`config.mk`:
```
export PLATFORM = sky130hd
export DESIGN_NAME = tinytpu_serial_loader
export DESIGN_NICKNAME = d
export VERILOG_FILES = /design/src/rtl/tinytpu_pkg.sv /design/src/rtl/tpu_bit_deser.sv /design/src/rtl/tinytpu_serial_loader.sv
export SDC_FILE = /design/constraint.sdc
export NUM_CORES = 1
export LEC_CHECK = 0
export ABC_CLOCK_PERIOD_IN_PS = 5700
export BUFFER_PORTS_ARGS = -buffer_cell sky130_fd_sc_hd__buf_2
export CORE_MARGIN = 3
export CORE_UTILIZATION = 54
export CTS_BUF_LIST = sky130_fd_sc_hd__clkbuf_4
export CTS_CLUSTER_DIAMETER = 40
export DETAILED_ROUTE_END_ITERATION = 8
export GPL_TIMING_DRIVEN = 0
export MAX_ROUTING_LAYER = met4
export PLACE_DENSITY = 0.89
export RECOVER_POWER = 25
export SYNTH_ARGS = -nofsm -noshare
export SYNTH_HDL_FRONTEND = slang
export SYNTH_SLANG_ARGS = --single-unit
```
`constraint.sdc`:
```
create_clock -name clk -period 5.7 [get_ports clk]
set_clock_uncertainty 0.05 [all_clocks]
set_input_delay 0.57 -clock clk [delete_from_list [all_inputs] [get_ports clk]]
set_output_delay 0.57 -clock clk [all_outputs]
set_load 0.03 [all_outputs]
```
`src/rtl/tinytpu_pkg.sv`:
```
// Shared types and constants for the tinytpu serial operand loader.
//   state_e  : loader FSM states (idle, loading, full/awaiting core handshake)
//   ELEMS    : elements per operand matrix at the default size
//   BIT_CW   : bit-counter width at the default element width
//   ELEM_CW  : element-counter width at the default size
//   cw()     : counter width for a modulus, never narrower than one bit
package tinytpu_pkg;

  typedef enum logic [1:0] {
    StIdle,
    StLoad,
    StFull
  } state_e;

  localparam int unsigned DefaultDw = 8;
  localparam int unsigned DefaultN  = 3;

  localparam int unsigned ELEMS   = DefaultN * DefaultN;
  localparam int unsigned BIT_CW  = $clog2(DefaultDw);
  localparam int unsigned ELEM_CW = $clog2(ELEMS);

  function automatic int unsigned cw(input int unsigned n);
    return (n > 1) ? $clog2(n) : 1;
  endfunction

endpackage

```
`src/rtl/tpu_bit_deser.sv`:
```
// One operand stream of the serial loader: MSB-first shift register plus an
// element-indexed write into a packed row-major N x N matrix.
//   clk, rst_n  : clock, asynchronous active-low reset (clears matrix too)
//   clr_i       : synchronous clear of the partial shift register only
//   shift_en_i  : accept bit_i this cycle
//   write_en_i  : this bit completes an element; store it at elem_idx_i
//   elem_idx_i  : row-major element index
//   bit_i       : serial data bit
//   mat_o       : packed matrix, element k at [k*D_W +: D_W]
module tpu_bit_deser
  import tinytpu_pkg::*;
#(
  parameter int unsigned D_W = DefaultDw,
  parameter int unsigned N   = DefaultN,
  localparam int unsigned Elems  = N * N,
  localparam int unsigned ElemCw = cw(Elems)
) (
  input  logic                   clk,
  input  logic                   rst_n,
  input  logic                   clr_i,
  input  logic                   shift_en_i,
  input  logic                   write_en_i,
  input  logic [ElemCw-1:0]      elem_idx_i,
  input  logic                   bit_i,
  output logic [Elems*D_W-1:0]   mat_o
);

  logic [D_W-1:0]       shift_q, shift_d;
  logic [D_W-1:0]       elem;
  logic [Elems*D_W-1:0] mat_q, mat_d;

  // Element as it stands after this cycle's bit lands in the LSB.
  assign elem = {shift_q[D_W-2:0], bit_i};

  always_comb begin
    shift_d = shift_q;
    mat_d   = mat_q;
    if (clr_i) begin
      shift_d = '0;
    end else if (shift_en_i) begin
      shift_d = elem;
      if (write_en_i) begin
        for (int unsigned i = 0; i < Elems; i++) begin
          if (elem_idx_i == ElemCw'(i)) mat_d[i*D_W +: D_W] = elem;
        end
      end
    end
  end

  always_ff @(posedge clk or negedge rst_n) begin
    if (!rst_n) begin
      shift_q <= '0;
      mat_q   <= '0;
    end else begin
      shift_q <= shift_d;
      mat_q   <= mat_d;
    end
  end

  assign mat_o = mat_q;

endmodule

```
`src/rtl/tinytpu_serial_loader.sv`:
```
// Bit-serial operand loader feeding the tinytpu systolic core. Deserializes the
// X and Y pin streams in lockstep into two N x N matrices and presents them
// with a valid/ready handshake.
//   clk, rst_n            : clock, asynchronous active-low reset
//   data_in_x, data_in_y  : serial operand bits, MSB-first per element
//   load_en               : qualifies one bit per stream per cycle
//   init                  : synchronous clear/abort, beats any load_en bit
//   core_ready            : core accepts the operand pair
//   mat_x, mat_y          : packed row-major matrices
//   mat_valid             : both matrices complete and stable
//   busy                  : a load is in progress
//   overrun               : sticky, load_en seen while matrices were full
module tinytpu_serial_loader
  import tinytpu_pkg::*;
#(
  parameter int unsigned D_W = DefaultDw,
  parameter int unsigned N   = DefaultN
) (
  input  logic               clk,
  input  logic               rst_n,
  input  logic               data_in_x,
  input  logic               data_in_y,
  input  logic               load_en,
  input  logic               init,
  input  logic               core_ready,
  output logic [N*N*D_W-1:0] mat_x,
  output logic [N*N*D_W-1:0] mat_y,
  output logic               mat_valid,
  output logic               busy,
  output logic               overrun
);

  localparam int unsigned Elems  = N * N;
  localparam int unsigned BitCw  = cw(D_W);
  localparam int unsigned ElemCw = cw(Elems);

  state_e            state_q, state_d;
  logic [BitCw-1:0]  bit_cnt_q, bit_cnt_d;
  logic [ElemCw-1:0] elem_cnt_q, elem_cnt_d;
  logic              mat_valid_q, mat_valid_d;
  logic              busy_q, busy_d;
  logic              overrun_q, overrun_d;
  logic              accept, last_bit, last_elem;

  assign accept    = load_en && !init && (state_q != StFull);
  assign last_bit  = (bit_cnt_q == BitCw'(D_W - 1));
  assign last_elem = (elem_cnt_q == ElemCw'(Elems - 1));

  always_comb begin
    state_d    = state_q;
    bit_cnt_d  = bit_cnt_q;
    elem_cnt_d = elem_cnt_q;
    overrun_d  = overrun_q;
    if (init) begin
      state_d    = StIdle;
      bit_cnt_d  = '0;
      elem_cnt_d = '0;
      overrun_d  = 1'b0;
    end else begin
      unique case (state_q)
        StIdle, StLoad: begin
          if (accept) begin
            state_d = StLoad;
            if (last_bit) begin
              bit_cnt_d = '0;
              if (last_elem) begin
                elem_cnt_d = '0;
                state_d    = StFull;
              end else begin
                elem_cnt_d = elem_cnt_q + 1'b1;
              end
            end else begin
              bit_cnt_d = bit_cnt_q + 1'b1;
            end
          end
        end
        StFull: begin
          // Bits arriving while full are dropped; only the flag records them.
          if (load_en) overrun_d = 1'b1;
          if (core_ready) state_d = StIdle;
        end
        default: state_d = StIdle;
      endcase
    end
    // Status outputs are registered copies of the next state.
    mat_valid_d = (state_d == StFull);
    busy_d      = (state_d == StLoad);
  end

  always_ff @(posedge clk or negedge rst_n) begin
    if (!rst_n) begin
      state_q     <= StIdle;
      bit_cnt_q   <= '0;
      elem_cnt_q  <= '0;
      mat_valid_q <= 1'b0;
      busy_q      <= 1'b0;
      overrun_q   <= 1'b0;
    end else begin
      state_q     <= state_d;
      bit_cnt_q   <= bit_cnt_d;
      elem_cnt_q  <= elem_cnt_d;
      mat_valid_q <= mat_valid_d;
      busy_q      <= busy_d;
      overrun_q   <= overrun_d;
    end
  end

  tpu_bit_deser #(
    .D_W (D_W),
    .N   (N)
  ) u_deser_x (
    .clk        (clk),
    .rst_n      (rst_n),
    .clr_i      (init),
    .shift_en_i (accept),
    .write_en_i (accept && last_bit),
    .elem_idx_i (elem_cnt_q),
    .bit_i      (data_in_x),
    .mat_o      (mat_x)
  );

  tpu_bit_deser #(
    .D_W (D_W),
    .N   (N)
  ) u_deser_y (
    .clk        (clk),
    .rst_n      (rst_n),
    .clr_i      (init),
    .shift_en_i (accept),
    .write_en_i (accept && last_bit),
    .elem_idx_i (elem_cnt_q),
    .bit_i      (data_in_y),
    .mat_o      (mat_y)
  );

  assign mat_valid = mat_valid_q;
  assign busy      = busy_q;
  assign overrun   = overrun_q;

endmodule

```
==> report_table.html <==
<table>
<tr><th>Metric</th><th>Value</th></tr>
<tr><th colspan="2">Run status</th></tr>
<tr><td>Outcome</td><td>complete, but fails checks</td></tr>
<tr><td>Failing checks</td><td>max-capacitance violations, max-slew violations</td></tr>
<tr><th colspan="2">Critical path</th></tr>
<tr><td>Worst-path maximum fanout</td><td>96</td></tr>
<tr><td>Reg-to-reg critical path startpoint</td><td>elem_cnt_q[0]</td></tr>
<tr><td>CP arrival</td><td>roughly 3.4 ns</td></tr>
<tr><td>Critical setup path kind</td><td>in -&gt; async</td></tr>
<tr><td>Nature of the critical path endpoint</td><td>asynchronous set/reset pin</td></tr>
<tr><td>CP cell instances</td><td>dlygate4sd3_1 -&gt; buf_6 -&gt; clkbuf_2</td></tr>
<tr><td>Critical Path RT</td><td>about 5.9 ns</td></tr>
<tr><td>Largest delay contributor family on the critical path</td><td>buffers and inverters</td></tr>
<tr><td>CP peak stage delay</td><td>roughly 1.7 ns</td></tr>
<tr><td>Buffer and inverter count on the worst path</td><td>3</td></tr>
<tr><td>Worst r2r path cells</td><td>6</td></tr>
<tr><td>Worst-path cell with the longest stage delay</td><td>sky130_fd_sc_hd__clkbuf_2</td></tr>
<tr><td>Capturing point of the worst reg2reg path</td><td>u_deser_x.mat_o[65]</td></tr>
<tr><td>Startpoint type of the worst setup path</td><td>input port</td></tr>
<tr><td>Reg-to-reg slack, setup</td><td>~3.3 ns</td></tr>
<tr><th colspan="2">Detailed routing</th></tr>
<tr><td>Post-detailed-route via-to-cell ratio</td><td>around 5.3</td></tr>
<tr><td>Post-route DRC</td><td>0</td></tr>
<tr><td>Number of nets with antenna violations after routing</td><td>0</td></tr>
<tr><td>Detail Route met3 WL</td><td>around 720 um</td></tr>
<tr><td>Routed vias</td><td>4217</td></tr>
<tr><td>Wire length per cell after detailed routing</td><td>approximately 19 um</td></tr>
<tr><td>First-pass DRT Iterations</td><td>4</td></tr>
<tr><td>Drt first-iter violations</td><td>between 200 and 300</td></tr>
<tr><td>Met2 Routed Length</td><td>~7500 um</td></tr>
<tr><td>Met1 routed wirelength after detailed routing</td><td>6370 um</td></tr>
<tr><td>Uppermost layer routed</td><td>met4</td></tr>
<tr><td>Overall routed net length</td><td>15100 um</td></tr>
<tr><th colspan="2">Power and ir drop</th></tr>
<tr><td>Largest vdd supply drop</td><td>0.191 mV</td></tr>
<tr><td>Comb pwr share</td><td>3.0%</td></tr>
<tr><td>Total power per unit cell area</td><td>roughly 240 nW/um^2</td></tr>
<tr><td>Sequential Power Share</td><td>~62%</td></tr>
<tr><td>Sw frac</td><td>22.0%</td></tr>
<tr><td>P_int</td><td>around 0.0015 W</td></tr>
<tr><td>Final Total Pwr</td><td>0.00195 W</td></tr>
<tr><td>Net switching component of the power</td><td>between 0.0004 and 0.0005 W</td></tr>
<tr><td>Clk network pwr share</td><td>34.9%</td></tr>
<tr><td>Total leakage power</td><td>4.63 nW</td></tr>
<tr><th colspan="2">Synthesis</th></tr>
<tr><td>Main combinational cell family by area after synthesis</td><td>multiplexers</td></tr>
<tr><td>Top cells by area in the synthesized netlist</td><td>sky130_fd_sc_hd__dfrtp_1 (62%), sky130_fd_sc_hd__mux2_2 (26%), sky130_fd_sc_hd__nor2b_1 (1.7%), sky130_fd_sc_hd__nand4_2 (1.5%), sky130_fd_sc_hd__ha_1 (1.3%)</td></tr>
<tr><td>Yosys synthesis warning count</td><td>0</td></tr>
<tr><td>Simple-gate area share of the yosys netlist</td><td>about 6.1%</td></tr>
<tr><td>Share of flip-flops with an asynchronous set or reset after synthesis</td><td>100%</td></tr>
<tr><td>Share of Yosys cell area claimed by the top area cell type</td><td>a little over three fifths</td></tr>
<tr><td>Compound-cell area share of the yosys netlist</td><td>0.808%</td></tr>
<tr><td>Syn Nets</td><td>457</td></tr>
<tr><td>Xor/xnor share of the synthesized area</td><td>0%</td></tr>
<tr><td>Netlist cell types</td><td>32</td></tr>
<tr><td>Portion of the post-synthesis area used by sequential elements</td><td>62.5%</td></tr>
<tr><td>Ys flop type</td><td>sky130_fd_sc_hd__dfrtp_1</td></tr>
<tr><td>Yosys top cell by area</td><td>sky130_fd_sc_hd__dfrtp_1</td></tr>
<tr><td>Cells after synthesis</td><td>443</td></tr>
<tr><td>Mux cell area share after synthesis</td><td>around 27%</td></tr>
<tr><td>Most common cell in the synthesized netlist</td><td>sky130_fd_sc_hd__dfrtp_1</td></tr>
<tr><td>Average instance area after synthesis</td><td>15.4 sq um</td></tr>
<tr><td>List of most frequent post-synthesis cells</td><td>sky130_fd_sc_hd__dfrtp_1 (170), sky130_fd_sc_hd__mux2_2 (158), sky130_fd_sc_hd__nor2b_1 (19)</td></tr>
<tr><td>Cell area after technology mapping</td><td>roughly 6800 sq um</td></tr>
<tr><td>Adder-Cell Fraction of Synth Area</td><td>approximately 1.3%</td></tr>
<tr><td>Post-synthesis register bit count</td><td>between 150 and 200</td></tr>
<tr><td>Number of flops mapped to enable cells by yosys</td><td>0</td></tr>
<tr><th colspan="2">Flow run</th></tr>
<tr><td>Max-cap violations</td><td>1</td></tr>
<tr><th colspan="2">Clocking</th></tr>
<tr><td>CTS resizes</td><td>0</td></tr>
<tr><td>Cell chosen for the clock root</td><td>sky130_fd_sc_hd__clkbuf_4</td></tr>
<tr><td>Hold Buf Count CTS</td><td>1</td></tr>
<tr><td>Number of buffers inserted during clock tree synthesis</td><td>17</td></tr>
<tr><td>Number of sinks handled by clock tree synthesis</td><td>between 150 and 200</td></tr>
<tr><td>Number of buffers between clock root and the deepest sink</td><td>2</td></tr>
<tr><td>Clock insertion delay at the later pin of the skew report</td><td>0.54 ns</td></tr>
<tr><td>Clock tree from TritonCTS</td><td>done</td></tr>
<tr><td>H-tree levels</td><td>4</td></tr>
<tr><td>Post-CTS Setup Inserts</td><td>0</td></tr>
<tr><td>Clk slew on worst S/H paths</td><td>0.11 ns</td></tr>
<tr><th colspan="2">Timing</th></tr>
<tr><td>Sum Neg Setup Slack</td><td>0 ns</td></tr>
<tr><td>Setup repair after global routing missed its margin</td><td>no</td></tr>
<tr><td>Fraction of the cycle the final worst path needs</td><td>around 57%</td></tr>
<tr><td>Transition time at the pin with the least slew margin</td><td>2.27 ns</td></tr>
<tr><td>Relative slew slack</td><td>-51.5%</td></tr>
<tr><td>Number of hold violations in the final report</td><td>0</td></tr>
<tr><td>Peak clock frequency supported by timing</td><td>around 310 MHz</td></tr>
<tr><td>Endpoints failing setup</td><td>0</td></tr>
<tr><td>Max-slew violation total from the final report</td><td>just under 100</td></tr>
<tr><td>Setup slack of the critical path after layout</td><td>~2.4 ns</td></tr>
<tr><td>Fin crit period</td><td>3.27 ns</td></tr>
<tr><th colspan="2">Global routing</th></tr>
<tr><td>Number of global-route vias before repair</td><td>4558</td></tr>
<tr><td>Number of antenna violations at the first check in global routing</td><td>1</td></tr>
<tr><td>Wire length of the first global-routing pass</td><td>around 24000 um</td></tr>
<tr><td>Pin count of the biggest net entering global routing</td><td>97</td></tr>
<tr><td>GR Util All Layers</td><td>22.7%</td></tr>
<tr><td>Remaining global-route overflow</td><td>0</td></tr>
<tr><th colspan="2">Placed design</th></tr>
<tr><td>Worst setup timing slack at the placement stage</td><td>between 3 and 4 ns</td></tr>
<tr><td>Detailed placer's ending HPWL</td><td>between 10000 and 15000 um</td></tr>
<tr><td>Placed cell count</td><td>763</td></tr>
<tr><td>Final RePlAce weighted congestion</td><td>0.887</td></tr>
<tr><td>Count of input and output buffers</td><td>approximately 150</td></tr>
<tr><th colspan="2">Floorplan</th></tr>
<tr><td>Total I/O pin count</td><td>154</td></tr>
<tr><td>Width of the die</td><td>between 100 and 150 um</td></tr>
<tr><td>FP Rows</td><td>40</td></tr>
<tr><td>Total die area</td><td>around 14000 sq um</td></tr>
<tr><td>Core region area</td><td>around 12000 sq um</td></tr>
<tr><td>Die boundary height</td><td>around 120 um</td></tr>
<tr><td>Effective utilization at floorplan</td><td>between 50% and 60%</td></tr>
<tr><th colspan="2">Worst hold path</th></tr>
<tr><td>Cell depth of the worst min-delay path</td><td>3</td></tr>
<tr><td>Worst hold path startpoint</td><td>core_ready</td></tr>
<tr><td>Worst hold-check path type</td><td>in -&gt; reg</td></tr>
<tr><td>Worst Hold Endpoint</td><td>mat_valid</td></tr>
<tr><th colspan="2">Cells and area</th></tr>
<tr><td>Cell Count, Final, Fillers Out</td><td>between 700 and 800</td></tr>
<tr><td>Net count reported at finish</td><td>roughly 630</td></tr>
<tr><td>Fraction of final layout cells with drive strength greater than 1</td><td>a little under three fifths</td></tr>
<tr><td>Layout Utilization</td><td>66.4%</td></tr>
<tr><td>Layout overhead on the synthesized area</td><td>18.5%</td></tr>
</table>
## per-layer routing
| metal | vias up | track usage (%) |
|---|---|---|
| li1 | 1901 | - |
| met3 | 32 | 5.22 |
| met2 | 131 | 36.6 |
| met4 | 0 | 9.74 |
| met5 | - | - |
| met1 | 2153 | 27.8 |
## power groups by stage
stage,logic [W],registers (W),clock network (W)
after detailed placement,0.0000620,0.00124,0
after CTS,0.0000625,0.00121,0.000695
after floorplan,0.0000221,0.00124,0
after global routing,0.0000661,0.00121,0.000747
after global placement,0.0000559,0.00124,0
final,0.0000582,0.00121,0.000683
## state kept, by name, summed over array words and instances (netlist names)
register           cells
u_deser_y.shift_q      7
busy                   1
u_deser_x.mat_o       72
u_deser_y.mat_o       72
elem_cnt_q             4
overrun                1
bit_cnt_q              3
mat_valid              1
state_q                2
u_deser_x.shift_q      7
## worst max path at each step
stage                             start                   to  slack (ns)  cells past startpoint
after floorplan           elem_cnt_q[0]  u_deser_x.mat_o[64]        3.71                      6
after global placement            rst_n   u_deser_x.mat_o[1]        1.70                      1
after detailed placement           init  u_deser_x.mat_o[66]        3.21                      5
after CTS                 elem_cnt_q[0]  u_deser_x.mat_o[66]        3.28                      6
after global routing              rst_n   u_deser_x.mat_o[1]        1.94                      3
final                             rst_n   u_deser_x.mat_o[1]        2.43                      3
## worst reg2reg max path: stages, from the launching register on
cell                       delay (ns)
sky130_fd_sc_hd__dfrtp_1         0.45
sky130_fd_sc_hd__inv_1           0.11
sky130_fd_sc_hd__ha_1            0.26
sky130_fd_sc_hd__nand3b_1        0.17
sky130_fd_sc_hd__nor4_4          0.64
sky130_fd_sc_hd__buf_6           0.25
sky130_fd_sc_hd__mux2_2          0.35
## logic make-up (layout without fill, tap and decap cells)
logic type	count (synthesis)	after routing
compound gates	10	10
fa+ha+maj	7	7
simple gates	59	59
buf+inv	34	217
other cells	0	1
flops	170	170
mux	163	163
## layout by cell type, fill, tap and decap left out, types with 2 or more instances in the layout
cell type,count
sky130_fd_sc_hd__a21oi_1,5
sky130_fd_sc_hd__and2_1,4
sky130_fd_sc_hd__buf_1,5
sky130_fd_sc_hd__buf_2,151
sky130_fd_sc_hd__buf_4,9
sky130_fd_sc_hd__buf_6,2
sky130_fd_sc_hd__bufinv_16,3
sky130_fd_sc_hd__clkbuf_1,15
sky130_fd_sc_hd__clkbuf_2,2
sky130_fd_sc_hd__clkbuf_4,19
sky130_fd_sc_hd__clkinv_1,5
sky130_fd_sc_hd__dfrtp_1,170
sky130_fd_sc_hd__ha_1,7
sky130_fd_sc_hd__inv_1,2
sky130_fd_sc_hd__mux2_2,158
sky130_fd_sc_hd__mux2i_1,5
sky130_fd_sc_hd__nand2_1,3
sky130_fd_sc_hd__nand2b_1,2
sky130_fd_sc_hd__nand3b_1,3
sky130_fd_sc_hd__nand4_2,8
sky130_fd_sc_hd__nor2_1,9
sky130_fd_sc_hd__nor2b_1,19
sky130_fd_sc_hd__nor3_1,2
sky130_fd_sc_hd__o21ai_0,3
## layout make-up
class / instances / area [sq um]
Clock buffer: 19 / 143
Inverter: 2 / 7.51
Antenna cell: 1 / 2.50
Timing Repair Buffer: 153 / 776
Multi-Input combinational cell: 239 / 2380
Tap cell: 168 / 210
Sequential cell: 170 / 4250
Fill cell: 907 / 4090
Buffer: 32 / 165
Clock inverter: 11 / 130
## through the flow
stage          hold WS (ns)  area [sq um]
3_5_place_dp          0.438          7810
2_1_floorplan         0.224          6810
4_1_cts               0.259          8090
3_3_place_gp          0.432          7780
6_report              0.309          8070
5_1_grt               0.255          8070
No activity file was read; power rests on OpenSTA's default activity.
